--- config.mk ---
export PLATFORM = sky130hd
export DESIGN_NAME = word_sync_ctrl_flat
export DESIGN_NICKNAME = d
export VERILOG_FILES = /design/src/rtl/word_sync_if.sv /design/src/rtl/word_sync_ctrl.sv /design/src/flat_wrapper.sv
export SDC_FILE = /design/constraint.sdc
export NUM_CORES = 1
export LEC_CHECK = 0
export CORE_MARGIN = 2
export CORE_UTILIZATION = 45
export DETAILED_ROUTE_END_ITERATION = 10
export GPL_ROUTABILITY_DRIVEN = 1
export MAX_ROUTING_LAYER = met4
export PLACE_DENSITY = 0.66
export SLEW_MARGIN = 20
export SYNTH_ARGS = -nofsm -noshare
export SYNTH_HDL_FRONTEND = slang
export SYNTH_SLANG_ARGS = --single-unit
--- constraint.sdc ---
create_clock -name clk -period 3.1 [get_ports clk]
set_clock_uncertainty 0.1 [all_clocks]
set_input_delay 0.465 -clock clk [delete_from_list [all_inputs] [get_ports clk]]
set_output_delay 0.465 -clock clk [all_outputs]
set_load 0.03 [all_outputs]
--- src/rtl/word_sync_if.sv ---
// Symbol-side bus of the word-synchronisation controller: comma-detect inputs and alignment/status outputs.
// Optional statistics signals exist only when WORD_SYNC_STATS_EN is defined.
interface word_sync_if;
    logic       in_valid;
    logic       comma;
    logic [3:0] offset;
    logic       code_err;
    logic [3:0] align_offset;
    logic       realign;
    logic       sync_ok;
    logic [1:0] sync_state;
`ifdef WORD_SYNC_STATS_EN
    logic        stats_clr;
    logic [15:0] loss_events;
    logic [15:0] realign_events;
`endif

    modport master (
        output in_valid, comma, offset, code_err,
`ifdef WORD_SYNC_STATS_EN
        output stats_clr,
        input  loss_events, realign_events,
`endif
        input  align_offset, realign, sync_ok, sync_state
    );

    modport slave (
        input  in_valid, comma, offset, code_err,
`ifdef WORD_SYNC_STATS_EN
        input  stats_clr,
        output loss_events, realign_events,
`endif
        output align_offset, realign, sync_ok, sync_state
    );
endinterface

--- src/rtl/word_sync_ctrl.sv ---
// Receive word-boundary synchronisation FSM: debounced comma acquisition, error hysteresis while synced.
// Define WORD_SYNC_STATS_EN to add saturating loss/realign event counters with a synchronous clear.
//
// state     | meaning
// ----------+------------------------------------------------------------
// ST_LOSS   | no sync; first valid comma sets candidate offset
// ST_ACQ    | counting consecutive commas at the candidate offset
// ST_SYNCED | boundary frozen; bad/good symbol hysteresis decides loss
module word_sync_ctrl #(
    parameter int ACQ_COUNT    = 3,
    parameter int BAD_LIMIT    = 4,
    parameter int GOOD_RECOVER = 4
) (
    input  logic         clk,
    input  logic         reset_n,
    word_sync_if.slave   bus
);
    typedef enum logic [1:0] {
        ST_LOSS   = 2'd0,
        ST_ACQ    = 2'd1,
        ST_SYNCED = 2'd2
    } state_t;

    localparam logic [3:0] ACQ_L  = 4'(ACQ_COUNT);
    localparam logic [3:0] BAD_L  = 4'(BAD_LIMIT);
    localparam logic [3:0] GOOD_L = 4'(GOOD_RECOVER);

    state_t     state_q, state_d;
    logic [3:0] cand_q, cand_d;
    logic [3:0] acq_cnt_q, acq_cnt_d;
    logic [3:0] bad_cnt_q, bad_cnt_d;
    logic [3:0] good_cnt_q, good_cnt_d;
    logic [3:0] align_q, align_d;
    logic       realign_q, realign_d;
    logic       sync_ok_q, sync_ok_d;

    logic       comma_ok;
    logic       bad_sym;
    logic [3:0] acq_inc, bad_inc, good_inc;

    function automatic logic [3:0] sat_inc(input logic [3:0] v);
        return (v == 4'hF) ? v : v + 4'd1;
    endfunction

    // Offsets 10..15 cannot be a real 10-bit boundary, so they count as no comma.
    assign comma_ok = bus.comma && (bus.offset <= 4'd9);
    assign bad_sym  = bus.code_err || (comma_ok && (bus.offset != align_q));
    assign acq_inc  = sat_inc(acq_cnt_q);
    assign bad_inc  = sat_inc(bad_cnt_q);
    assign good_inc = sat_inc(good_cnt_q);

    always_comb begin
        state_d    = state_q;
        cand_d     = cand_q;
        acq_cnt_d  = acq_cnt_q;
        bad_cnt_d  = bad_cnt_q;
        good_cnt_d = good_cnt_q;
        align_d    = align_q;
        realign_d  = 1'b0;
        if (bus.in_valid) begin
            case (state_q)
                ST_LOSS: begin
                    if (comma_ok) begin
                        cand_d    = bus.offset;
                        acq_cnt_d = 4'd1;
                        state_d   = ST_ACQ;
                        if (bus.offset != align_q) begin
                            align_d   = bus.offset;
                            realign_d = 1'b1;
                        end
                    end
                end
                ST_ACQ: begin
                    if (comma_ok) begin
                        if (bus.offset == cand_q) begin
                            if (acq_inc == ACQ_L) begin
                                state_d    = ST_SYNCED;
                                acq_cnt_d  = 4'd0;
                                bad_cnt_d  = 4'd0;
                                good_cnt_d = 4'd0;
                            end else begin
                                acq_cnt_d = acq_inc;
                            end
                        end else begin
                            cand_d    = bus.offset;
                            acq_cnt_d = 4'd1;
                            if (bus.offset != align_q) begin
                                align_d   = bus.offset;
                                realign_d = 1'b1;
                            end
                        end
                    end else if (bus.code_err) begin
                        state_d   = ST_LOSS;
                        acq_cnt_d = 4'd0;
                    end
                end
                ST_SYNCED: begin
                    if (bad_sym) begin
                        good_cnt_d = 4'd0;
                        if (bad_inc == BAD_L) begin
                            state_d   = ST_LOSS;
                            bad_cnt_d = 4'd0;
                            acq_cnt_d = 4'd0;
                        end else begin
                            bad_cnt_d = bad_inc;
                        end
                    end else if (good_inc == GOOD_L) begin
                        good_cnt_d = 4'd0;
                        if (bad_cnt_q != 4'd0) begin
                            bad_cnt_d = bad_cnt_q - 4'd1;
                        end
                    end else begin
                        good_cnt_d = good_inc;
                    end
                end
                default: state_d = ST_LOSS;
            endcase
        end
        sync_ok_d = (state_d == ST_SYNCED);
    end

    always_ff @(posedge clk or negedge reset_n) begin
        if (!reset_n) begin
            state_q    <= ST_LOSS;
            cand_q     <= 4'd0;
            acq_cnt_q  <= 4'd0;
            bad_cnt_q  <= 4'd0;
            good_cnt_q <= 4'd0;
            align_q    <= 4'd0;
            realign_q  <= 1'b0;
            sync_ok_q  <= 1'b0;
        end else begin
            state_q    <= state_d;
            cand_q     <= cand_d;
            acq_cnt_q  <= acq_cnt_d;
            bad_cnt_q  <= bad_cnt_d;
            good_cnt_q <= good_cnt_d;
            align_q    <= align_d;
            realign_q  <= realign_d;
            sync_ok_q  <= sync_ok_d;
        end
    end

    assign bus.align_offset = align_q;
    assign bus.realign      = realign_q;
    assign bus.sync_ok      = sync_ok_q;
    assign bus.sync_state   = state_q;

`ifdef WORD_SYNC_STATS_EN
    logic [15:0] loss_ev_q, loss_ev_d;
    logic [15:0] realign_ev_q, realign_ev_d;
    logic        loss_inc;

    assign loss_inc = (state_q == ST_SYNCED) && (state_d == ST_LOSS);

    // Clear has priority over a coincident increment.
    always_comb begin
        loss_ev_d    = loss_ev_q;
        realign_ev_d = realign_ev_q;
        if (bus.stats_clr) begin
            loss_ev_d    = 16'd0;
            realign_ev_d = 16'd0;
        end else begin
            if (loss_inc && (loss_ev_q != 16'hFFFF)) begin
                loss_ev_d = loss_ev_q + 16'd1;
            end
            if (realign_d && (realign_ev_q != 16'hFFFF)) begin
                realign_ev_d = realign_ev_q + 16'd1;
            end
        end
    end

    always_ff @(posedge clk or negedge reset_n) begin
        if (!reset_n) begin
            loss_ev_q    <= 16'd0;
            realign_ev_q <= 16'd0;
        end else begin
            loss_ev_q    <= loss_ev_d;
            realign_ev_q <= realign_ev_d;
        end
    end

    assign bus.loss_events    = loss_ev_q;
    assign bus.realign_events = realign_ev_q;
`endif
endmodule
--- src/flat_wrapper.sv ---
// flat-port wrapper written by rule: the top's interface ports become plain ports
module word_sync_ctrl_flat 
#(
    parameter int ACQ_COUNT    = 3,
    parameter int BAD_LIMIT    = 4,
    parameter int GOOD_RECOVER = 4
)
  (clk, reset_n, bus_in_valid, bus_comma, bus_offset, bus_code_err, bus_align_offset, bus_realign, bus_sync_ok, bus_sync_state);
  word_sync_if bus_i ();
  input  logic clk;
  input  logic reset_n;
  input wire logic [$bits(bus_i.in_valid)-1:0] bus_in_valid;
  input wire logic [$bits(bus_i.comma)-1:0] bus_comma;
  input wire logic [$bits(bus_i.offset)-1:0] bus_offset;
  input wire logic [$bits(bus_i.code_err)-1:0] bus_code_err;
  output wire logic [$bits(bus_i.align_offset)-1:0] bus_align_offset;
  output wire logic [$bits(bus_i.realign)-1:0] bus_realign;
  output wire logic [$bits(bus_i.sync_ok)-1:0] bus_sync_ok;
  output wire logic [$bits(bus_i.sync_state)-1:0] bus_sync_state;
  assign bus_i.in_valid = bus_in_valid;
  assign bus_i.comma = bus_comma;
  assign bus_i.offset = bus_offset;
  assign bus_i.code_err = bus_code_err;
  assign bus_align_offset = bus_i.align_offset;
  assign bus_realign = bus_i.realign;
  assign bus_sync_ok = bus_i.sync_ok;
  assign bus_sync_state = bus_i.sync_state;
  word_sync_ctrl #(.ACQ_COUNT(ACQ_COUNT), .BAD_LIMIT(BAD_LIMIT), .GOOD_RECOVER(GOOD_RECOVER)) u_core (.clk(clk), .reset_n(reset_n), .bus(bus_i));
endmodule
==> impl_results.md <==
- Syn_area_per_cell: about 9.5 um2
- Setup Fix Bufs, Post-CTS: 0
- Die H: roughly 66 um
- Core area: 3690 um2
- Critical Path RT: 3.16 ns
- Count of hold-fix buffers inserted at cts: 0
- Syn Std Cell Area: 1740 um2
- Metal-1 WL: roughly 1800 um
- FMAX: approximately 400 MHz
- #FFs+latches synth: 24
- Area post-placement: 1920 um2
- Register-to-Register Path Depth: 6
- Ys Warns: 0
- Status: complete, no violations
- Num rows: 22
- Post-synth EDFFs: 0
- Pwr Density: 726 nW/um2
- Crit-path max cell delay: approximately 0.52 ns
- Clock share of power: 15.3%
- Synth Instances: 183
- CTS H-tree lvls: 1
- I/O pins: 17
- Share of cells above drive strength 1: 12.1%
- Die area: 4370 um2
- Setup TNS: 0 ns
- Reg-to-reg startpoint: u_core.bad_cnt_q[1]
- First-pass GRT wire length: 6460 um
- Syn_nets: 201
- Vias per cell: 5.72
- Filler Cell Count: 345
- Port Buffer Count: 16
- Skew-Pair Late Insertion Delay: about 0.27 ns
- Max-slew violations: 0
- Seq pwr share: 34.8%
- HP Start: u_core.cand_q[1]
- Slew Limit Headroom: 64.8%
- Critical Path Start Type: flip-flop
- Post-CTS sizing: 0
- Critical path class: reg2reg
- CP endpoint kind: flip-flop
- Distinct cell type count after synthesis: 56
- Max VDD drop: ~0.00046 V
- Hold Crit Class: reg2reg
- Most frequent cells in the layout: 24 x dfrtp_1, 16 x clkdlybuf4s50_1, 15 x o21ai_0, 12 x inv_1, 10 x xnor2_1
- Vias in the first global route: 1,408
- Count of final setup violators: 0
- Clk pin slew, worst setup/hold paths: ~0.09 ns
- Switching Fraction: 41.1%
- Hold Crit Depth: 1
- Routed via count: 1,408
- Die Wd: 66.1 um
- Met3 wire len: between 80 and 90 um
- DRC violations left: 0
- Worst Setup SP: u_core.bad_cnt_q[1]
- Clk sink count: 24
- Iter 0 DRT Violations: 71
- Clock Path Buffers: 2
- Fin area: 1980 um2
- Most common cell after layout, fill and taps aside: dfrtp_1
- CP delay by family, top: simple AND/OR/NAND/NOR gates
- TritonCTS clock tree: yes
- Critical Path AT: approximately 2.6 ns
- Logic pwr share: 49.9%
- Max-Cap Viols: 0
- RD Place Congestion: around 0.84
- Slew @ Worst Pin: approximately 0.52 ns
- CTS root buf: clkbuf_8
- Cell leakage power: around 0.77 nW
- # diodes: 0
- Final std cells w/o fill: 246
- Number of buffers created by CTS: 3
- Post-route ant nets: 0
- Sequential fraction of the synthesis area: about a third
- Post-Place Cells: 242
- Part of the cycle the worst path needs: 80.4%
- Placed wire-length estimate: about 2600 um
- Metal2 WL: 1700 um
- Gr usage total: between 10% and 20%
- Fraction of registers with async set/reset: 100%
- Starting Density: 47.1%
- Highest routed metal layer: met4
- Routed length per placed instance: 14.5 um
- Grt total ovfl: 0
- CP max-delay cell: or4b_1
- Final hold vios: 0
- Stages on the worst setup path: 6
- Min Tclk post-route: between 2 and 2.5 ns
- Int Pwr: 0.846 mW
- Setup repair after global routing missed its margin: false
- Largest net degree at the start of global routing: 25
- Sum of buffers and inverters on the critical path: 0
- Maximum net fanout on the critical path: 9
- Final core occ: 53.7%
- Final WL: roughly 3600 um
- Drt pass-1 iters: 4
- Initial antenna violation count: 0
- Ys flop type: dfrtp_1
- Psw: just under 0.6 mW
- Crit path cell chain: ha_1 > or4b_1 > a31o_1 > a22oi_4 > nand4_4 > mux2_4
- Total Nets Final: about 220
- Area growth syn-to-layout: 14.0%
cell families (layout without fill, tap and decap cells):
| group | Yosys count | in the layout | share of synthesized area [%] |
|---|---|---|---|
| simple gates | 58 | 58 | 19.5 |
| compound gates | 52 | 52 | 21.7 |
| flops | 24 | 24 | 34.6 |
| buf+inv | 18 | 33 | 4.90 |
| xor+xnor | 11 | 11 | 5.55 |
| mux | 11 | 11 | 7.28 |
| fa+ha+maj | 9 | 9 | 6.48 |
routing by layer:
| layer | global-route usage [%] | up-vias |
|---|---|---|
| li1 | - | 712 |
| met1 | 25.2 | 675 |
| met2 | 31.1 | 19 |
| met3 | 2.04 | 2 |
| met4 | 6.12 | 0 |
| met5 | - | - |
synth_stat cells, types with 2 or more instances:
cell type | n | area [um2]
ha_1 | 9 | 113
nor3_1 | 6 | 30.0
nor3b_1 | 3 | 22.5
a21oi_1 | 5 | 25.0
a211o_2 | 2 | 20.0
o22ai_1 | 2 | 12.5
nor2b_1 | 2 | 12.5
nor2_1 | 8 | 30.0
and4_1 | 2 | 17.5
nand2_1 | 9 | 33.8
and3_1 | 3 | 18.8
nand4b_1 | 2 | 17.5
nand4_1 | 4 | 25.0
o22a_1 | 2 | 17.5
nand3_1 | 9 | 45.0
buf_2 | 2 | 10.0
a31oi_1 | 7 | 43.8
buf_4 | 2 | 15.0
o21ai_1 | 2 | 10.0
o21ai_0 | 15 | 75.1
mux2_2 | 9 | 101
xnor2_1 | 10 | 87.6
dfrtp_1 | 24 | 601
inv_1 | 12 | 45.0
through the flow:
stage               hold WS, ns  worst slack, ns  power (mW)
detailed placement        0.418            0.380        1.22
global route              0.458            0.476        1.54
floorplan                0.0694            0.797        1.02
global placement          0.413            0.476        1.21
CTS                       0.438            0.618        1.44
finish                    0.435            0.609        1.44
registers in the layout, indices dropped and copies added (netlist names):
register and flops:
u_core.acq_cnt_q 4, u_core.bad_cnt_q 4, u_core.bus.align_offset 4, u_core.bus.realign 1, u_core.bus.sync_ok 1, u_core.bus.sync_state 2
u_core.cand_q 4, u_core.good_cnt_q 4
layout make-up:
type	count	area (um2)	area share, %
clock buffer	4	55.1	2.78
inverter	12	45.0	2.28
tap	48	60.1	3.03
multi-input combinational	141	1050	53.1
timing repair buffer	17	168	8.47
sequential	24	601	30.3
power groups by stage:
stage	combinational (mW)	sequential [mW]	clock, mW
CTS	0.720	0.499	0.223
floorplan	0.453	0.566	0
finish	0.718	0.500	0.220
global route	0.787	0.515	0.243
detailed placement	0.719	0.505	0
global placement	0.707	0.500	0
worst reg2reg max path: stages (launching register included):
cell,delay [ns]
dfrtp_1,0.50
ha_1,0.32
or4b_1,0.52
a31o_1,0.27
a22oi_4,0.17
nand4_4,0.17
mux2_4,0.33
worst paths after layout:
kind / end / slack (ns)
hold reg to reg: u_core.cand_q[1] / 0.43
max in group asynchronous: u_core.bad_cnt_q[0] / 2.19
setup reg to reg: u_core.acq_cnt_q[0] / 0.61
hold / removal: u_core.cand_q[1] / 0.43
setup / recovery: u_core.acq_cnt_q[0] / 0.61
min in group asynchronous: u_core.acq_cnt_q[2] / 0.45
Note: power is estimated with default switching activity, not from simulation.
